<file path="src/rtl/mem_client_reader.sv">
// Client-side read initiator: splits a byte-length job into 32-byte line requests (one outstanding),
// buffers returned lines in a small FIFO and streams them out as ready/valid with byte count and last flag.
module mem_client_reader #(
    parameter int ADDR_W     = 19,
    parameter int DATA_W     = 256,
    parameter int LEN_W      = 16,
    parameter int FIFO_DEPTH = 4
) (
    input  logic              clk,
    input  logic              rst,
    input  logic              start,
    input  logic [ADDR_W-1:0] base_addr,
    input  logic [LEN_W-1:0]  num_bytes,
    output logic              busy,
    output logic              done,
    output logic              err_unexp,
    output logic              mem_req,
    output logic [ADDR_W-1:0] mem_start_addr,
    input  logic              mem_valid,
    input  logic [DATA_W-1:0] mem_data,
    output logic              out_valid,
    input  logic              out_ready,
    output logic [DATA_W-1:0] out_data,
    output logic [5:0]        out_bytes,
    output logic              out_last
);

    localparam int PTR_W = $clog2(FIFO_DEPTH);
    localparam int CNT_W = PTR_W + 1;
    localparam int LN_W  = LEN_W - 4;

    typedef enum logic [2:0] {S_IDLE, S_REQ, S_WAIT, S_DRAIN, S_FIN} state_t;

    typedef struct packed {
        logic [DATA_W-1:0] data;
        logic [5:0]        bytes;
        logic              last;
    } entry_t;

    state_t            state_q, state_d;
    logic [ADDR_W-1:0] addr_q, addr_d;
    logic [LN_W-1:0]   lines_q, lines_d;
    logic [LN_W-1:0]   issued_q, issued_d;
    logic [5:0]        tail_q, tail_d;
    logic              err_q, err_d;
    logic [PTR_W-1:0]  wr_ptr_q, wr_ptr_d;
    logic [PTR_W-1:0]  rd_ptr_q, rd_ptr_d;
    logic [CNT_W-1:0]  cnt_q, cnt_d;
    entry_t            fifo_q [FIFO_DEPTH];
    entry_t            fifo_d [FIFO_DEPTH];

    logic [LN_W-1:0]   job_lines;
    logic [5:0]        job_tail;
    logic              push, pop, last_push;
    logic [CNT_W-1:0]  cnt_post;
    entry_t            head, push_entry;

    always_comb begin
        job_lines = LN_W'((32'(num_bytes) + 32'd31) >> 5);
        job_tail  = (num_bytes[4:0] == 5'd0) ? 6'd32 : {1'b0, num_bytes[4:0]};

        head      = fifo_q[rd_ptr_q];
        out_valid = (cnt_q != '0);
        pop       = out_valid & out_ready;
        push      = (state_q == S_REQ) & mem_valid;
        last_push = ((issued_q + LN_W'(1)) == lines_q);
        cnt_post  = cnt_q + CNT_W'(push) - CNT_W'(pop);

        push_entry.data  = mem_data;
        push_entry.bytes = last_push ? tail_q : 6'd32;
        push_entry.last  = last_push;
    end

    always_comb begin
        state_d  = state_q;
        addr_d   = addr_q;
        lines_d  = lines_q;
        issued_d = issued_q;
        tail_d   = tail_q;
        err_d    = err_q | (mem_valid & (state_q != S_REQ));

        case (state_q)
            S_IDLE: begin
                if (start) begin
                    addr_d   = base_addr;
                    lines_d  = job_lines;
                    tail_d   = job_tail;
                    issued_d = '0;
                    // An empty job passes through DRAIN so done lands two cycles after start.
                    state_d  = (num_bytes == '0) ? S_DRAIN : S_REQ;
                end
            end
            S_REQ: begin
                if (mem_valid) begin
                    issued_d = issued_q + LN_W'(1);
                    if (last_push) begin
                        state_d = S_DRAIN;
                    end else begin
                        addr_d  = addr_q + ADDR_W'(32);
                        state_d = (cnt_post < CNT_W'(FIFO_DEPTH)) ? S_REQ : S_WAIT;
                    end
                end
            end
            S_WAIT: begin
                if (cnt_q < CNT_W'(FIFO_DEPTH)) state_d = S_REQ;
            end
            S_DRAIN: begin
                if ((lines_q == '0) || (pop && head.last)) state_d = S_FIN;
            end
            S_FIN: begin
                state_d = S_IDLE;
            end
            default: state_d = S_IDLE;
        endcase
    end

    always_comb begin
        fifo_d   = fifo_q;
        wr_ptr_d = wr_ptr_q;
        rd_ptr_d = rd_ptr_q;
        cnt_d    = cnt_post;
        if (push) begin
            fifo_d[wr_ptr_q] = push_entry;
            wr_ptr_d         = wr_ptr_q + PTR_W'(1);
        end
        if (pop) rd_ptr_d = rd_ptr_q + PTR_W'(1);
    end

    always_ff @(posedge clk or posedge rst) begin
        if (rst) begin
            state_q  <= S_IDLE;
            addr_q   <= '0;
            lines_q  <= '0;
            issued_q <= '0;
            tail_q   <= '0;
            err_q    <= 1'b0;
            wr_ptr_q <= '0;
            rd_ptr_q <= '0;
            cnt_q    <= '0;
        end else begin
            state_q  <= state_d;
            addr_q   <= addr_d;
            lines_q  <= lines_d;
            issued_q <= issued_d;
            tail_q   <= tail_d;
            err_q    <= err_d;
            wr_ptr_q <= wr_ptr_d;
            rd_ptr_q <= rd_ptr_d;
            cnt_q    <= cnt_d;
        end
    end

    // Line storage needs no reset: the stream outputs are masked while the FIFO is empty.
    always_ff @(posedge clk) begin
        fifo_q <= fifo_d;
    end

    assign busy           = (state_q != S_IDLE);
    assign done           = (state_q == S_FIN);
    assign mem_req        = (state_q == S_REQ);
    assign mem_start_addr = addr_q;
    assign err_unexp      = err_q;
    assign out_data       = out_valid ? head.data  : '0;
    assign out_bytes      = out_valid ? head.bytes : '0;
    assign out_last       = out_valid ? head.last  : 1'b0;

endmodule

</file>
<file path="config.mk">
export PLATFORM = sky130hd
export DESIGN_NAME = mem_client_reader
export DESIGN_NICKNAME = d
export VERILOG_FILES = /design/src/rtl/mem_client_reader.sv
export SDC_FILE = /design/constraint.sdc
export NUM_CORES = 1
export LEC_CHECK = 0
export BUFFER_PORTS_ARGS = -buffer_cell sky130_fd_sc_hd__buf_2
export CAP_MARGIN = 10
export CORE_ASPECT_RATIO = 1.4
export CORE_MARGIN = 2
export CORE_UTILIZATION = 45
export DETAILED_ROUTE_END_ITERATION = 10
export PLACE_DENSITY_LB_ADDON = 0.2
export SYNTH_ARGS = -nofsm -noshare
export SYNTH_HDL_FRONTEND = slang
export SYNTH_SLANG_ARGS = --single-unit
</file>
<file path="constraint.sdc">
create_clock -name clk -period 7.54 [get_ports clk]
set_input_delay 0.377 -clock clk [delete_from_list [all_inputs] [get_ports clk]]
set_output_delay 0.377 -clock clk [all_outputs]
set_load 0.05 [all_outputs]
</file>
## After elaboration in Yosys (flattened, before gate mapping)

Cells that the tools add are included.

- Output and inout bits: 287
- Logic and storage cells: 90
- Bits in registers: 1112
- Input port bits: 296

- Reduce and logical (&&, ||, !) cells: 14
- Mux-type cells: 26
- $add $sub $neg: 7
- Bitwise gates (word level): 6
- $lt $le $gt $ge: 5
- Equality and inequality tests: 11

Operator list:

| operator | number |
|---|---|
| $bwmux 1052 | 1 |
| $mux 263 | 3 |
| $bmux 263 s2 | 1 |
| $demux 263 s2 | 1 |
| $mux 256 | 1 |
| $mux 19 | 3 |
| $pmux 19 s2 | 1 |
| $mux 12 | 2 |
| $pmux 12 s2 | 1 |
| $add 19x6->19 const B | 1 |
| $mux 6 | 3 |
| $add 16x5->17 const B | 1 |
| $logic_not 16->1 | 1 |
| $add 12x1->12 const B | 1 |
| $eq 12x12->1 | 1 |
| $logic_not 12->1 | 1 |
| $mux 3 | 4 |
| $pmux 3 s4 | 1 |
| $ne 2x2->1 const B | 4 |
| $reduce_and 4->1 | 2 |
| $eq 3x2->1 const B | 2 |
| $ge 3x3->1 const B | 2 |
| $lt 3x3->1 const B | 2 |
| $mux 2 | 3 |
| other kinds (20) | 26 |

## Longest topological paths before layout

Gate-level depths: netlist (run 1).

- Word-level depth: 9
- Mapped depth: 13
- Mapped depth without buffers: 11

## Worst setup path before layout (run 1)

No wires, ideal clock.

- Path kind: reg2reg
- Start: register state_q[2]
- End: register fifo_q[0] in the netlist's numbering, enable pin
- Path slack: -426 ps
- Stages on the path, launching flop included: 7
- Library setup time: 657 ps
- Clock period less this slack: 7966 ps
- Buffers on the path: 3
- Data required time: 6883 ps
- Data arrival time: 7309 ps
- Cell sequence: dfrtp_1 > clkbuf_1 > nor2_1 > and3_1 > clkbuf_1 > clkbuf_1 > and2_1

- Cells in the longest elaborated chain, start to end: 2

RTL lines:

| element | line | text |
|---|---|---|
| start: declaration | 40 | `state_t state_q, state_d;` |
| start signal: assignment | 141 | `state_q <= state_d;` |
| $eq 3x1->1 | 65 | `push = (state_q == S_REQ) & mem_valid;` |
| $and 1x1->1 | 65 |  |
| end signal: assignment | 155 | `fifo_q <= fifo_d;` |
| end: declaration | 49 | `entry_t fifo_q [FIFO_DEPTH];` |

No other way between the ends.
A chain may end at the register's enable or synchronous reset.

## Final worst setup path (run 1)

- Start: register rd_ptr_q[1]
- End: output out_data[8]

- Cells in the longest elaborated chain, start to end: 5

RTL lines:

| element | line | text |
|---|---|---|
| start: declaration | 47 | `logic [PTR_W-1:0] rd_ptr_q, rd_ptr_d;` |
| start signal: assignment | 148 | `rd_ptr_q <= rd_ptr_d;` |
| $not 2->3 (implied by the code) | 62 | `head = fifo_q[rd_ptr_q];` |
| $bmux 263 s2 | 62 |  |
| $mux 263 (implied by the code) (2 in series) | 62 |  |
| $mux 256 | 163 | `assign out_data = out_valid ? head.data : '0;` |
| end: declaration | 23 | `output logic [DATA_W-1:0] out_data,` |

No other way between the ends. The select of a mux whose other input is x is not followed.

==> results of run 1 <==
## layer usage
metal	up-vias	part of all wire (%)	track usage (%)
met2	735	51	34.0
met3	150	5.8	4.16
met5	-	0.058	0
li1	10200	-	-
met1	12000	41	26.2
met4	10	2.4	6.13
## worst paths after layout
kind	slack, ps	cells past startpoint	end
max reg2reg	3700	3	fifo_q[675]$_DFFE_PP_
max in group asynchronous	6370	4	rd_ptr_q[0]$_DFFE_PP0P_
min in group asynchronous	500	4	lines_q[2]$_DFFE_PP0P_
max	3320	5	out_data[8]
min reg2reg	470	2	tail_q[3]$_DFFE_PP0P_
min	60	3	lines_q[6]$_DFFE_PP0P_
## final cells by class
class / instances / area (um2)
fillers: 7355 / 41500
flip-flops and latches: 1112 / 33100
multi-input cells: 854 / 9560
repair buffers: 883 / 5980
clock buffers: 135 / 2760
well taps: 1224 / 1530
clock inverters: 57 / 713
inverters: 18 / 67.6
diodes: 2 / 5.00
## report_power, final
| part | total (uW) | leakage, uW | internal, uW | switching, uW |
|---|---|---|---|---|
| Combinational | 9850 | 0.00672 | 3030 | 6820 |
| Sequential | 8040 | 0.0103 | 7620 | 420 |
| Clock | 5310 | 0.00168 | 3070 | 2240 |
## worst max-delay path, cell delays in order (launching register included)
cell and delay (ps):
dfrtp_4 1020, buf_4 600, buf_4 630, mux4_2 390, and2_1 190, buf_2 220
## logic make-up after synthesis
logic type,Yosys count,synth area share (%)
mux,267,13.8
xor+xnor,27,0.548
buf+inv,130,1.19
compound gates,90,1.37
flops,1112,76.7
fa+ha+maj,9,0.278
simple gates,461,6.10
## flip-flops by register name, summed over array words and instances, names as in the netlist
signal          flops
cnt_q               3
err_unexp           1
fifo_q           1052
issued_q           12
lines_q            12
mem_start_addr     19
rd_ptr_q            2
state_q             3
tail_q              6
wr_ptr_q            2
## repair_timing
| item | 4_1_cts | 5_1_grt |
|---|---|---|
| setup endpoints to repair | 0 | 0 |
| hold buffers | 278 | 0 |
| endpoints found under the hold margin | 1104 | 0 |
## Yosys cell counts, types with 2 or more instances
cell type	n	area share, %
a21boi_1	2	0.035
mux4_2	263	14
nor2b_1	4	0.058
o211ai_1	2	0.035
o21ai_0	35	0.41
edfxtp_1	1052	73
o21a_1	2	0.035
xor2_1	13	0.26
xnor2_1	14	0.28
a32o_1	3	0.070
buf_6	2	0.052
nand3_1	21	0.24
nand4b_1	3	0.061
nand3b_1	3	0.052
buf_2	6	0.070
a21oi_1	15	0.17
and2_1	275	4.0
mux2i_1	2	0.046
inv_1	18	0.16
and3_1	6	0.087
nor2_1	21	0.18
mux2_2	2	0.052
nor3b_1	2	0.035
clkbuf_1	62	0.54
a22oi_1	6	0.10
nand2_1	90	0.78
o31ai_1	6	0.10
buf_1	40	0.35
a31oi_1	3	0.043
dfrtp_1	60	3.5
ha_1	8	0.23
nand2b_1	2	0.029
nor3_1	3	0.035
o22ai_1	4	0.058
or4_1	2	0.035
nor4_1	6	0.087
or3_1	7	0.10
nand4_1	8	0.12
## metrics by stage
stage | std cells | worst slack [ps]
final | 4285 | 3320
after detailed placement | 3811 | 3610
after global routing | 4285 | 3130
after CTS | 4281 | 3210
after floorplan | 2096 | 2520
after global placement | 3811 | 3690
==> impl_metrics.tcl, run 1 <==
set metrics [dict create \
    hold_ws_ps 64.2 \
    cts_buffers 104 \
    postPlaceCellArea_um2 47400 \
    drv_cap 0 \
    cts.clk_slew.worst_paths_ps 60 \
    syn_inst 2096 \
    hold_violations 0 \
    ys_seq_elements 1112 \
    cts-root-buf "clkbuf_16" \
    drt_iter0_drc 2018 \
    dr.pass1.iters 6 \
    num_vias 23000 \
    insertion_delay_ps 690 \
    track_usage_pct 20.1 \
    final_cell_area_um2 53700 \
    fin_crit_ps 4220 \
    grt_max_degree 137 \
    report.final.slew_viol_count 0 \
    initial_core_util_pct 45.3 \
    gp_congestion 0.836 \
    synth_cell_types 61 \
    rsz0062_at_grt "false" \
    post-cts-setup-buffers 0 \
    peakVddDrop_mv 0.286 \
    vias_per_cell 5.37 \
    cts_buffer_depth 3 \
    htree_levels 3 \
    syn-num-nets 2401 \
    worstPathMaxFanout 57 \
    avgRoutedWirePerCell_um 23.3 \
    grt_pass1_wl_um 149000 \
    maxSlewHeadroom_pct 19.0 \
    worstReg2RegStart "state_q[0]$_DFFE_PP0P_" \
    yosysSeqAreaShare_pct 76.7 \
    fin_crit_sh_pct 56.0 \
    drive_above_1_share_pct 33.6 \
    critPathArrivalTime_ps 3840 \
    nets 3278 \
    grt_pass1_vias 24400 \
    layout_common_cells "edfxtp_1, buf_2, dlygate4sd3_1, and2_1, mux4_2" \
    fin_skew_ps 38.2 \
    outcome "complete, no violations" \
    die_h_um 370 \
    cts_resized 0 \
    min_path_type "in2reg" \
    core_area_um2 95200 \
    rows 134 \
    endpoint_kind "output pin" \
    timing.setup.tns_ps 0 \
    crit_type "reg2out" \
    area_delta_synth_final_pct 24.5 \
    fmax_mhz 237 \
    powerDensity_nw_per_um2 432 \
    antenna_found_initial 8 \
    synth_edf_count 1052 \
    power_uw 23200 \
    drtAntennaViolNets 0 \
    placement.io_buffers 582 \
    synth_area_um2 43200 \
    overflow 0 \
    finalSetupViolations 0 \
    cp-startpoint "rd_ptr_q[1]$_DFFE_PP0P_" \
    synth_async_sr_flop_share_pct 5.40 \
    die_area_um2 98400 \
    worst_slew_pin_slew_ps 1210 \
    synth_flop_cell "edfxtp_1" \
    wirelength_um 99700 \
    p_leak_uw 0.0186 \
    cts_tree "done" \
    ios 583 \
    final_common_cell "edfxtp_1" \
    synth.avg_cell_area_um2 20.6 \
    hpwl_um 60100 \
    die_w_um 266 \
    cts.sinks 1112 \
    drc 0 \
    yosys_warnings 0 \
    crit_path_start_kind "flip-flop" \
    final_util_pct 56.4 \
    cp.required_ps 7160 \
    hp-start "num_bytes[11]" \
]
Power figures use the tool's default switching activity.
==> run 2, diff against run 1 <==
clock period = 4.25 ns   (was 7.54 ns; I/O delays follow)
==> impl_metrics.tcl, run 2 (synthesis results as in run 1) <==
set metrics [dict create \
    outcome "complete, no violations" \
    ios 583 \
    placement.io_buffers 582 \
    avgRoutedWirePerCell_um 23.1 \
    cts-root-buf "clkbuf_16" \
    endpoint_kind "output pin" \
    fin_crit_sh_pct 78.0 \
    critPathArrivalTime_ps 3100 \
    drive_above_1_share_pct 34.1 \
    peakVddDrop_mv 0.588 \
    worst_slew_pin_slew_ps 1240 \
    powerDensity_nw_per_um2 754 \
    rows 134 \
    cts.sinks 1112 \
    hold_end "fifo_q[566]$_DFFE_PP_" \
    hold_ws_ps 268 \
    die_h_um 370 \
    grt.met2_usage_pct 35.0 \
    fin_skew_ps 31.0 \
    track_usage_pct 20.3 \
    r2r_cells 9 \
    cp.required_ps 4040 \
    dr.pass1.iters 5 \
    instances_no_fill 4347 \
    gr-usage-met3_pct 3.84 \
    area_delta_synth_final_pct 25.7 \
    initial_core_util_pct 45.3 \
    grt_max_degree 265 \
    htree_levels 3 \
    nets 3339 \
    maxSlewHeadroom_pct 17.5 \
    grt_pass1_vias 25000 \
    crit_path_start_kind "flip-flop" \
    cts.clk_slew.worst_paths_ps 60 \
    cts_resized 0 \
    final_cell_area_um2 54200 \
    die_w_um 266 \
    postPlaceCellArea_um2 48000 \
    cts_tree "done" \
    largest_reg_flops 1052 \
    worst_r2r_endpoint "mem_start_addr[17]$_DFFE_PP0P_" \
    place_inst 3850 \
    worstReg2RegStart "issued_q[0]$_DFFE_PP0P_" \
    r2r_slack_ps 1090 \
    die_area_um2 98400 \
    final_common_cell "edfxtp_1" \
    drt_iter0_drc 1624 \
    hp-start "mem_data[33]" \
    grt_busiest_layer "met2" \
    timing.setup.tns_ps 0 \
    overflow 0 \
    fin_crit_ps 3310 \
    cts_buffers 103 \
    core_area_um2 95200 \
    gp_congestion 0.818 \
    grt_pass1_wl_um 151000 \
    cts_buffer_depth 3 \
    wirelength_um 100000 \
    vias_per_cell 5.38 \
    worstPathMaxFanout 33 \
    hpwl_um 63100 \
    drtAntennaViolNets 0 \
    drv_cap 0 \
    power_uw 40900 \
    rsz0062_at_grt "false" \
    p_leak_uw 0.0189 \
    finalSetupViolations 0 \
    drc 0 \
    num_vias 23400 \
    report.final.slew_viol_count 0 \
    layout_common_cells "edfxtp_1, buf_2, dlygate4sd3_1, and2_1, mux4_2" \
    min_path_type "in2reg" \
    min_delay_path_depth 2 \
    hold_violations 0 \
    fmax_mhz 302 \
    regMostFlops "fifo_q" \
    met1_usage_pct 25.4 \
    antenna_found_initial 12 \
    insertion_delay_ps 700 \
    crit_type "reg2out" \
]
## run 2: cell types whose count changed in the layout (fill, tap and decap cells not counted), sizes merged
cell,delta
clkbuf,-6
buf,+37
clkinv,+9
diode,+6
dlygate4sd3,+25
inv,+1
bufinv,-10
## run 2: layout make-up
cell class | count | area, um2
inverters | 18 | 67.6
flip-flops and latches | 1112 | 33100
diodes | 8 | 20.0
well taps | 1224 | 1530
fillers | 7330 | 41000
clock inverters | 57 | 473
repair buffers | 945 | 6770
multi-input cells | 854 | 9560
clock buffers | 129 | 2710
## run 2: worst max path at each step
stage / endpoint / cells past startpoint / slack, ps / start
6_report: out_data[88] / 4 / 940 / rd_ptr_q[0]$_DFFE_PP0P_
3_5_place_dp: mem_start_addr[6]$_DFFE_PP0P_ / 8 / 1130 / issued_q[0]$_DFFE_PP0P_
2_1_floorplan: fifo_q[0]$_DFFE_PP_ / 6 / -770 / state_q[2]$_DFFE_PP0P_
5_1_grt: out_data[88] / 4 / 740 / rd_ptr_q[0]$_DFFE_PP0P_
4_1_cts: out_data[59] / 4 / 790 / rd_ptr_q[0]$_DFFE_PP0P_
3_3_place_gp: mem_start_addr[6]$_DFFE_PP0P_ / 8 / 1250 / issued_q[0]$_DFFE_PP0P_
## run 2: metrics by stage
stage | setup slack, ps | util [%]
after detailed placement | 1130 | 50.4
after floorplan | -772 | -
after CTS | 788 | 56.9
after global placement | 1250 | 50.4
final | 936 | 56.9
after global routing | 745 | 56.9
## run 2: critical path: stages (launching register included)
cell	delay (ps)
dfrtp_4	990
buf_4	400
mux4_2	560
and2_1	210
buf_2	220
## run 2: where the power goes
group / internal, uW / switching [uW] / leakage (uW)
logic: 5680 / 12300 / 0.00710
clock network: 4780 / 3950 / 0.00155
registers: 13500 / 739 / 0.0103
total: 24000 / 17000 / 0.0189
## run 2: timing repair
item,CTS,global route
setup buffers,0,0
hold buffers,303,0
hold endpoints to repair,1124,0
## run 2: layer usage
metal	part of all wire [%]	up-vias	routed length [um]
met1	40	12100	40000
met5	0.046	-	46
met4	3.0	8	3020
li1	-	10300	-
met2	51	802	51400
met3	6.0	163	5980
